File: src/rtl/dmem_port_arbiter.sv
// Two-master data-memory port arbiter: round-robin singles, locked m0 bursts.
// Optional ARB_PERF_CNT_EN adds the m1 wait-cycle counter output m1_wait_cnt.
module dmem_port_arbiter #(
    parameter int VEC_LEN = 4,
    parameter int CNT_W   = 16
) (
    input  logic             clk,
    input  logic             reset,
    input  logic             m0_req,
    input  logic             m0_we,
    input  logic             m0_burst,
    input  logic [31:0]      m0_addr,
    input  logic [31:0]      m0_wdata,
    output logic             m0_gnt,
    output logic             m0_rvalid,
    output logic             m0_rlast,
    output logic [31:0]      m0_rdata,
    input  logic             m1_req,
    input  logic             m1_we,
    input  logic [31:0]      m1_addr,
    input  logic [31:0]      m1_wdata,
    output logic             m1_gnt,
    output logic             m1_rvalid,
    output logic [31:0]      m1_rdata,
    output logic             mem_en,
    output logic             mem_we,
    output logic [31:0]      mem_addr,
    output logic [31:0]      mem_wdata,
    input  logic [31:0]      mem_rdata,
`ifdef ARB_PERF_CNT_EN
    output logic [CNT_W-1:0] m1_wait_cnt,
`endif
    output logic             busy
);

    localparam int BW = (VEC_LEN > 2) ? $clog2(VEC_LEN) : 1;

    typedef enum logic {
        IDLE,
        BURST
    } state_t;

    state_t        state;
    logic          rr;
    logic [31:0]   base;
    logic [BW-1:0] beat;
    logic [31:0]   burst_addr;
    logic [31:0]   raw_addr;
    logic          last_beat;
    logic          burst_fin;

    assign last_beat  = (beat == BW'(VEC_LEN - 1));
    assign burst_addr = base + (32'(beat) << 2);
    assign burst_fin  = (state == BURST) && m0_gnt && last_beat;
    assign busy       = (state == BURST);

    // Grants are combinational so the beat issues in the request cycle.
    always_comb begin
        m0_gnt = 1'b0;
        m1_gnt = 1'b0;
        if (!reset) begin
            if (state == BURST) begin
                m0_gnt = m0_req;
            end else begin
                m0_gnt = m0_req && (!m1_req || !rr);
                m1_gnt = m1_req && !m0_gnt;
            end
        end
    end

    always_comb begin
        mem_en    = m0_gnt || m1_gnt;
        mem_we    = 1'b0;
        raw_addr  = 32'h0;
        mem_wdata = 32'h0;
        if (m0_gnt) begin
            mem_we    = m0_we;
            raw_addr  = (state == BURST) ? burst_addr : m0_addr;
            mem_wdata = m0_wdata;
        end else if (m1_gnt) begin
            mem_we    = m1_we;
            raw_addr  = m1_addr;
            mem_wdata = m1_wdata;
        end
        mem_addr = {raw_addr[31:2], 2'b00};
    end

    // Memory read data lands the cycle after issue; gate it by the flag.
    assign m0_rdata = m0_rvalid ? mem_rdata : 32'h0;
    assign m1_rdata = m1_rvalid ? mem_rdata : 32'h0;

    always_ff @(posedge clk) begin
        if (reset) begin
            state     <= IDLE;
            rr        <= 1'b0;
            base      <= 32'h0;
            beat      <= '0;
            m0_rvalid <= 1'b0;
            m0_rlast  <= 1'b0;
            m1_rvalid <= 1'b0;
        end else begin
            m0_rvalid <= m0_gnt && !m0_we;
            m0_rlast  <= burst_fin && !m0_we;
            m1_rvalid <= m1_gnt && !m1_we;
            unique case (state)
                IDLE: begin
                    if (m0_gnt) begin
                        rr <= 1'b1;
                        if (m0_burst) begin
                            base  <= m0_addr;
                            beat  <= BW'(1);
                            state <= BURST;
                        end
                    end else if (m1_gnt) begin
                        rr <= 1'b0;
                    end
                end
                BURST: begin
                    if (m0_gnt) begin
                        if (last_beat) begin
                            state <= IDLE;
                            beat  <= '0;
                            rr    <= 1'b1;
                        end else begin
                            beat <= beat + BW'(1);
                        end
                    end
                end
                default: state <= IDLE;
            endcase
        end
    end

`ifdef ARB_PERF_CNT_EN
    always_ff @(posedge clk) begin
        if (reset) begin
            m1_wait_cnt <= '0;
        end else if (m1_req && !m1_gnt && !(&m1_wait_cnt)) begin
            m1_wait_cnt <= m1_wait_cnt + CNT_W'(1);
        end
    end
`endif

endmodule

File: config.mk
export PLATFORM = sky130hd
export DESIGN_NAME = dmem_port_arbiter
export DESIGN_NICKNAME = d
export VERILOG_FILES = /design/src/rtl/dmem_port_arbiter.sv
export SDC_FILE = /design/constraint.sdc
export NUM_CORES = 1
export LEC_CHECK = 0
export BUFFER_PORTS_ARGS = -buffer_cell sky130_fd_sc_hd__buf_2
export CORE_AREA = 2 2 117 119
export CTS_CLUSTER_SIZE = 10
export DETAILED_ROUTE_END_ITERATION = 6
export DIE_AREA = 0 0 119 121
export PLACE_DENSITY = 0.69
export SETUP_SLACK_MARGIN = 0.5
export SLEW_MARGIN = 20
export SYNTH_ARGS = -nofsm -noshare
export SYNTH_HDL_FRONTEND = slang
export SYNTH_SLANG_ARGS = --single-unit
File: constraint.sdc
create_clock -name clk -period 5.5 [get_ports clk]
set_input_delay 1.1 -clock clk [delete_from_list [all_inputs] [get_ports clk]]
set_output_delay 1.1 -clock clk [all_outputs]
set_load 0.05 [all_outputs]
==> impl_metrics.toml, run 1 <==
[status]
status = "finished, final reports clean"

[clock_network]
cts_hold_buf = 0
root_buffer = "clkbuf_16"
clock_sinks = 37
post_cts_buffers = 0
cts-buffers-inserted = 5
post_cts_resized = 0
insertion_delay_ps = 280
htree_levels = 2
clockBufferDepth = 2
clk_pin_slew_ps = 60
cts_tree = "done"

[sta]
fin_setup_tns_ps = 0
fin_crit_ps = 4050
setup_viol = 0
max_slew_margin = 0.452
finalHoldViolCount = 0
setup_ws_ps = 1450
worst_pin_slew_ps = 821
rsz0062_at_grt = "no"
fin_crit_sh = 0.736
whs_ps = 461
fmax_mhz = 247
finClkSkew_ps = 5.48
maxSlewViolCount = 0

[detailed_routing]
num_vias = 4236
drc = 0
via_per_inst = 4.71
ant_nets = 0
wl_um = 13900
wl_per_cell_um = 15.4
drt_iter0_drc = 181
firstDrtPassIters = 4

[yosys]
synth_edf_count = 0
async_flop_share = 0
synth_area_leader_cell = "dfxtp_1"
ys_ff_latch = 37
synth_cell_type_count = 44
yosysWarningCount = 0
avgSynthCellArea_um2 = 7.16
synth_top_area_share = 0.233
synth_ff_type = "dfxtp_1"
synth_area_mm2 = 0.00318
synth_cells = 445
yosysSeqAreaShare = 0.233
synth.area.top_cells = "dfxtp_1, and2_1, a22o_1"

[die]
ioPinCount = 303
die_area_mm2 = 0.0144
row_count = 42
die_h_um = 121
core_area_mm2 = 0.0131
die_x_um = 119
start_util = 0.243

[worst_setup_path]
path_max_fanout = 10
worstPathRequired_ps = 4400
arrival_ps = 2950
cp_cell_sequence = "ha_1 -> inv_1 -> fa_1 -> nor3_2 -> and4_2 -> xnor2_1 -> a22oi_1 -> buf_2"
cp_slowest_stage_delay_ps = 680
crit_path_start_kind = "register"
end_kind = "output pin"
crit_family = "simple AND/OR/NAND/NOR gates"
worstSetupPathType = "reg2out"
cp_slowest_cell = "nor3_2"
path_buf_inv = 2

[layout]
drive_gt1_frac = 0.451
utilization = 0.382
fin_area_mm2 = 0.00499
finalNonFillerCells = 900
fillerInstances = 1403
nets = 893
area_growth_pct = 56.8

[global_route]
antenna_found_initial = 2
grt_pass1_wl_um = 20300
gr-usage-all-layers = 0.177
grt_max_degree = 54
grt-ovfl-total = 0
grt_pass1_vias = 3756

[power]
totalPowerFinal_mw = 1.03
ir_drop_uv = 115
p_per_area_mw_per_mm2 = 205
p_leak_nw = 2.56

[placement]
dpl_worst_slack_ps = 1570
place_inst = 891
io_buffers = 296
routabilityCongestion = 0.783
dp_hpwl_um = 11200
postPlaceCellArea_mm2 = 0.00482

[min_path]
hold_path.class = "reg2reg"

[flow_run]
drv_cap = 0
[tightest hold or removal path: cells and delay by family, from the launching register on]
kind	cells	cell delay (ps)
AOI/OAI and AO/OA	1	50
DFF	1	310
and+or+nand+nor	1	50
[Yosys cell counts, types with 4 or more instances]
cell type and n:
nor2_1 11, clkbuf_1 22, buf_1 5, a22oi_1 19, nand2_1 82, xor2_1 19, and3_1 5, inv_1 4
nand3_1 12, xnor2_1 7, a22o_1 38, o21ai_0 25, and2_1 66, a21oi_1 41, nand4_1 7, dfxtp_1 37
buf_2 5
[state kept, by name, indices dropped and copies added (netlist names)]
| name | flops |
|---|---|
| base | 30 |
| beat | 2 |
| busy | 1 |
| m0_rlast | 1 |
| m0_rvalid | 1 |
| m1_rvalid | 1 |
| rr | 1 |
[power breakdown]
| part | internal, mW | leakage (nW) | switching [mW] |
|---|---|---|---|
| Combinational | 0.118 | 2.18 | 0.277 |
| Clock | 0.227 | 0.0841 | 0.112 |
| Sequential | 0.278 | 0.301 | 0.0139 |
| Total | 0.622 | 2.56 | 0.403 |
[area by class of cell]
cell class | instances | area (µm²) | share of cell area
antenna | 1 | 2.50 | 0.000501
clock buffer | 7 | 143 | 0.0286
clock inverter | 1 | 30.0 | 0.00601
inverter | 4 | 15.0 | 0.00301
multi-input combinational | 370 | 2300 | 0.461
sequential | 37 | 741 | 0.148
tap | 176 | 220 | 0.0441
timing repair buffer | 304 | 1540 | 0.309
[cell families after synthesis]
logic type	Yosys count	share of synthesized area
buf+inv	39	0.0515
other cells	1	0.00118
fa+ha+maj	4	0.0181
flops	37	0.233
compound gates	133	0.281
simple gates	202	0.334
xor+xnor	26	0.0715
mux	3	0.0102
[worst paths after layout]
path | start | endpoint | slack, ps | depth (start not counted)
setup reg to reg | busy | beat[0] | 3440 | 6
hold reg to reg | base[2] | base[2] | 460 | 2
setup / recovery | beat[0] | mem_addr[14] | 1450 | 8
hold / removal | base[2] | base[2] | 460 | 2
[metal layers]
layer	vias up	track usage	routed length (µm)	share of wire
met5	-	0	0	0
met4	0	0.0268	72	0.0052
met3	5	0.0559	1410	0.10
met2	173	0.286	6450	0.47
met1	1939	0.237	5940	0.43
li1	2119	-	-	-
[layout by cell type, fill, tap and decap left out, types with 2 or more instances in the layout]
cell,Yosys,layout
nor2b_1,3,3
nor2_1,11,11
and3_1,5,5
xor2_1,19,19
inv_1,4,4
a32oi_1,2,2
a21o_1,3,3
mux2_2,2,2
nand4_1,7,7
xnor2_1,7,7
nand2_1,82,81
nand3_1,12,12
buf_2,5,296
and4_2,2,2
conb_1,1,2
o21ai_0,25,25
buf_4,3,8
nor3_2,2,3
clkbuf_16,0,5
ha_1,3,3
a21oi_1,41,41
a22oi_1,19,19
and2_1,66,65
a22o_1,38,38
dfxtp_1,37,37
(Power assumes the default switching activity.)
==> run 2, diff against run 1 <==
--- a/config.mk
+++ b/config.mk
@@ -5,12 +5,13 @@
 export SDC_FILE = /design/constraint.sdc
 export NUM_CORES = 1
 export LEC_CHECK = 0
+export ABC_AREA = 1
 export BUFFER_PORTS_ARGS = -buffer_cell sky130_fd_sc_hd__buf_2
 export CORE_AREA = 2 2 117 119
 export CTS_CLUSTER_SIZE = 10
 export DETAILED_ROUTE_END_ITERATION = 6
 export DIE_AREA = 0 0 119 121
-export PLACE_DENSITY = 0.69
+export PLACE_DENSITY = 0.75
 export SETUP_SLACK_MARGIN = 0.5
 export SLEW_MARGIN = 20
 export SYNTH_ARGS = -nofsm -noshare
==> constraint.sdc (replaced) <==
create_clock -name clk -period 4.1 [get_ports clk]
set_input_delay 0.82 -clock clk [delete_from_list [all_inputs] [get_ports clk]]
set_output_delay 0.82 -clock clk [all_outputs]
set_load 0.05 [all_outputs]
==> impl_metrics.toml, run 2 <==
[clock_network]
post_cts_buffers = 0
cts_tree = "done"
root_buffer = "clkbuf_16"
insertion_delay_ps = 280
clk_pin_slew_ps = 60
clockBufferDepth = 2
clock_sinks = 37
htree_levels = 2
cts-buffers-inserted = 5

[die]
ioPinCount = 303
core_area_mm2 = 0.0131
die_x_um = 119
start_util = 0.299
row_count = 42
die_area_mm2 = 0.0144
die_h_um = 121

[yosys]
yosysMostFrequentCell = "nand2_1"
synth_area_mm2 = 0.00391
synth_ff_type = "dfxtp_1"
synth_top_area_share = 0.320
yosysSeqAreaShare = 0.190
synth_cell_type_count = 31
synth_cells = 772
synth_common_cells = "nand2_1, inv_1, nor2_1, o21ai_0, a21oi_1"
yosysWarningCount = 0
async_flop_share = 0
synth_area_leader_cell = "nand2_1"
avgSynthCellArea_um2 = 5.06
ys_ff_latch = 37
synth_edf_count = 0
synth.area.top_cells = "nand2_1, dfxtp_1, inv_1"

[worst_setup_path]
path_common_cell = "nand2_1"
rrSetupSlack_ps = 2030
path_max_fanout = 4
crit_path_start_kind = "register"
end_kind = "output pin"
cp_slowest_cell = "fa_1"
worstSetupPathType = "reg2out"
cp_cell_sequence = "ha_1 -> inv_1 -> fa_1 -> nor2_2 -> nand2_1 -> inv_1 -> nand3_1 -> nand3_1 -> nand2_1 -> nand2_1 -> buf_2"
worstPathRequired_ps = 3280
cp_slowest_stage_delay_ps = 440
arrival_ps = 2510

[power]
power.switching_uw = 578
intPower_uw = 792
p_sw_frac = 0.422
p_leak_nw = 3.47
p_per_area_mw_per_mm2 = 245
p_clk_frac = 0.294
power_frac_seq = 0.296
ir_drop_uv = 149
p_comb_frac = 0.411

[layout]
area_growth_pct = 43.1
diodes = 0
drive_gt1_frac = 0.312
final_cell_mix = "nand2_1, buf_2, inv_1"
top_regs = "base x30, beat x2"
top_register = "base"
mostFrequentLayoutCell = "nand2_1"
utilization = 0.427
largest_reg_flops = 30
nets = 1215
fin_area_mm2 = 0.00559

[placement]
io_buffers = 296
dp_hpwl_um = 11500
routabilityCongestion = 0.915
postPlaceCellArea_mm2 = 0.00543

[sta]
max_slew_margin = 0.324
maxSlewViolCount = 0
fmax_mhz = 300
fin_crit_sh = 0.813
finClkSkew_ps = 6.51
fin_crit_ps = 3330
fin_setup_tns_ps = 0
whs_ps = 468
finalHoldViolCount = 0
setup_viol = 0
worst_pin_slew_ps = 1010
rsz0062_at_grt = "no"

[min_path]
hold_path.class = "reg2reg"

[detailed_routing]
via_per_inst = 4.44
drt_iter0_drc = 321
wl_um = 14200
ant_nets = 0
num_vias = 5426
wl_per_cell_um = 11.6
firstDrtPassIters = 5
drc = 0

[global_route]
grt_pass1_wl_um = 22000
grt-ovfl-total = 0
antenna_found_initial = 1
gr-usage-all-layers = 0.184
grt_max_degree = 58
grt_pass1_vias = 4671

[flow_run]
drv_cap = 0

[status]
status = "finished, final reports clean"
==> run 2: changes by cell type after synthesis, sizes merged, moves of 7 or more <==
cell and delta:
nand4 -7, nor2 +89, o21ai +26, inv +109, xor2 -16, nand3 +26
clkbuf -8, buf +11, and2 -65, xnor2 -7, a22oi -19, nand2 +254
a22o -38
==> run 2: worst max-delay path: cells and delay by family (launching register included) <==
family,cells,cell delay (ps)
flops,1,390
buf+inv,3,470
simple gates,6,730
fa+ha+maj,2,630
==> run 2: worst paths after layout <==
check | start | endpoint | cells past startpoint
worst max-delay path | beat[0] | mem_addr[26] | 11
worst min-delay path | base[31] | base[31] | 2
worst max register to register | busy | base[16] | 8
worst min register to register | base[31] | base[31] | 2
==> run 2: logic make-up after synthesis <==
family,synth area share
compound gates,0.125
fa+ha+maj,0.0147
flops,0.190
xor+xnor,0.00673
buf+inv,0.167
simple gates,0.496
other cells,0.000960
==> run 2: power by group through the flow <==
stage	clock [mW]	combinational (mW)	sequential [mW]
after detailed placement	0	0.565	0.412
after global placement	0	0.561	0.412
after global routing	0.427	0.608	0.408
final	0.402	0.563	0.405
after floorplan	0	0.402	0.403
after CTS	0.413	0.567	0.404
==> run 2: timing repair <==
action | in CTS | in global routing
endpoints found under the setup margin | 0 | 2
hold buffers | 0 | 0
gates resized for setup | 0 | 1
==> run 2: per-stage QoR <==
step           power (mW)  instances  worst slack (ps)
6_report             1.37       1221               765
3_3_place_gp        0.973       1213               818
4_1_cts              1.38       1221               712
5_1_grt              1.44       1221               569
3_5_place_dp        0.977       1213               798
2_1_floorplan       0.805        773               747
==> run 2: layout make-up <==
| type | count | area, µm² |
|---|---|---|
| inverters | 113 | 424 |
| fillers | 1426 | 7490 |
| clock inverters | 1 | 5.00 |
| flip-flops and latches | 37 | 743 |
| well taps | 176 | 220 |
| clock buffers | 7 | 153 |
| multi-input cells | 585 | 2520 |
| repair buffers | 302 | 1530 |
==> run 2: metal layers <==
layer	global-route usage	part of all wire	vias up	wire length, µm
li1	-	-	2867	-
met1	0.232	0.44	2346	6250
met5	0	0.00049	-	7
met3	0.0296	0.064	11	907
met2	0.334	0.49	200	6900
met4	0.0335	0.0092	2	130
==> run 3, diff against run 2 <==
--- a/config.mk
+++ b/config.mk
@@ -5,13 +5,13 @@
 export SDC_FILE = /design/constraint.sdc
 export NUM_CORES = 1
 export LEC_CHECK = 0
-export ABC_AREA = 1
+export ABC_AREA = 0
 export BUFFER_PORTS_ARGS = -buffer_cell sky130_fd_sc_hd__buf_2
-export CORE_AREA = 2 2 117 119
+export CORE_AREA = 2 2 118 120
 export CTS_CLUSTER_SIZE = 10
 export DETAILED_ROUTE_END_ITERATION = 6
-export DIE_AREA = 0 0 119 121
-export PLACE_DENSITY = 0.75
+export DIE_AREA = 0 0 120 122
+export PLACE_DENSITY = 0.68
 export SETUP_SLACK_MARGIN = 0.5
 export SLEW_MARGIN = 20
 export SYNTH_ARGS = -nofsm -noshare
==> constraint.sdc (replaced) <==
create_clock -name clk -period 3.5 [get_ports clk]
set_input_delay 0.7 -clock clk [delete_from_list [all_inputs] [get_ports clk]]
set_output_delay 0.7 -clock clk [all_outputs]
set_load 0.05 [all_outputs]
==> impl_metrics.toml, run 3 (same netlist as run 1, synthesis figures left out) <==
[power]
totalPowerFinal_mw = 1.58
ir_drop_uv = 181
p_sw_frac = 0.414
power_frac_seq = 0.290
power.switching_uw = 654
intPower_uw = 925
p_per_area_mw_per_mm2 = 295
p_leak_nw = 2.68
p_comb_frac = 0.428
p_clk_frac = 0.281

[worst_setup_path]
r2r_end = "base[19]"
cp_slowest_stage_delay_ps = 370
worstPathRequired_ps = 2800
path_max_fanout = 3
end_kind = "output pin"
cp_slowest_cell = "fa_2"
crit_family = "adder cells"
worstSetupPathType = "reg2out"
crit_path_start_kind = "register"
cp_cell_sequence = "ha_4 -> inv_2 -> fa_2 -> and4b_1 -> nand4_1 -> xor2_1 -> a21oi_1 -> a22o_1 -> buf_6"
rrSetupSlack_ps = 1660
ff2ff_path_depth = 7
path_buf_inv = 2
r2r_start = "busy"
arrival_ps = 2230

[clock_network]
clk_pin_slew_ps = 60
insertion_delay_ps = 280
root_buffer = "clkbuf_16"
cts_tree = "done"
htree_levels = 2
clockBufferDepth = 2
clock_sinks = 37
cts-buffers-inserted = 5

[placement]
postPlaceCellArea_mm2 = 0.00509
routabilityCongestion = 0.760
dp_hpwl_um = 11300
io_buffers = 296

[sta]
setup_viol = 0
fin_crit_sh = 0.836
rsz0062_at_grt = "yes"
worst_pin_slew_ps = 847
finClkSkew_ps = 2.86
fin_crit_ps = 2930
fmax_mhz = 342
max_slew_margin = 0.434
whs_ps = 476
fin_setup_tns_ps = 0
finalHoldViolCount = 0
maxSlewViolCount = 0

[detailed_routing]
ant_nets = 0
drc = 0
num_vias = 4252
via_per_inst = 4.65
wl_per_cell_um = 15.5
firstDrtPassIters = 4
wl_um = 14200
drt_iter0_drc = 144

[flow_run]
drv_cap = 0

[layout]
area_growth_pct = 68.3
drive_gt1_frac = 0.484
mostFrequentLayoutCell = "buf_2"
final_cell_mix = "buf_2, nand2_1, and2_1"
largest_reg_flops = 30
top_register = "base"
utilization = 0.397
top_regs = "base x30, beat x2"
fin_area_mm2 = 0.00536
nets = 903

[global_route]
grt_pass1_wl_um = 20000
grt-ovfl-total = 0
antenna_found_initial = 1
grt_pass1_vias = 3606
gr-usage-all-layers = 0.175
grt_max_degree = 58

[min_path]
hold_end = "base[31]"
hold_path.class = "reg2reg"
min-delay-start = "base[31]"
hold_depth = 2

[die]
core_area_mm2 = 0.0135
die_x_um = 120
start_util = 0.236
die_h_um = 122
ioPinCount = 303
die_area_mm2 = 0.0146
row_count = 43

[status]
status = "finished, final reports clean"
[run 3: cell type report]
type,instances,area [µm²]
Fill cell,1422,8150
Clock inverter,3,17.5
Multi-Input combinational cell,370,2400
Timing Repair Buffer,314,1830
Antenna cell,1,2.50
Tap cell,180,225
Inverter,4,15.0
Sequential cell,37,743
Clock buffer,5,125
[run 3: what timing repair did]
action | in CTS | in global routing
gates cloned | 1 | 0
buffers inserted | 4 | 1
setup endpoints to repair | 15 | 24
gates resized for setup | 19 | 8
pin swaps | 7 | 5
hold buffers | 0 | 0
[run 3: stage by stage]
step                std cells  setup slack (ps)
floorplan                 446               211
global placement          899               479
detailed placement        899               474
CTS                       912               498
global route              913               439
finish                    914               575
[run 3: how the worst max path moves through the flow]
stage / cells after the start / to / startpoint / slack, ps
floorplan: 5 / mem_addr[11] / reset / 210
CTS: 9 / mem_addr[14] / beat[0] / 500
global placement: 8 / mem_addr[8] / reset / 480
finish: 9 / mem_addr[10] / beat[0] / 570
detailed placement: 8 / mem_addr[7] / reset / 470
global route: 9 / mem_addr[10] / beat[0] / 440
[run 3: power groups by stage]
| stage | combinational [mW] | sequential [mW] | clock, mW |
|---|---|---|---|
| 2_1_floorplan | 0.426 | 0.464 | 0 |
| 3_3_place_gp | 0.664 | 0.466 | 0 |
| 3_5_place_dp | 0.667 | 0.468 | 0 |
| 4_1_cts | 0.678 | 0.458 | 0.460 |
| 5_1_grt | 0.716 | 0.462 | 0.477 |
| 6_report | 0.677 | 0.459 | 0.444 |
[run 3: worst min-delay path: stages, from the launching register on]
cell,delay [ps]
dfxtp_1,320
nand2_1,50
a21oi_1,60
[run 3: per-layer routing]
metal | global-route usage | wire length [µm] | up-vias
met5 | 0 | 0 | -
met4 | 0.0316 | 65 | 0
met3 | 0.0576 | 1370 | 4
met2 | 0.278 | 6510 | 171
met1 | 0.233 | 6220 | 1935
li1 | - | - | 2142
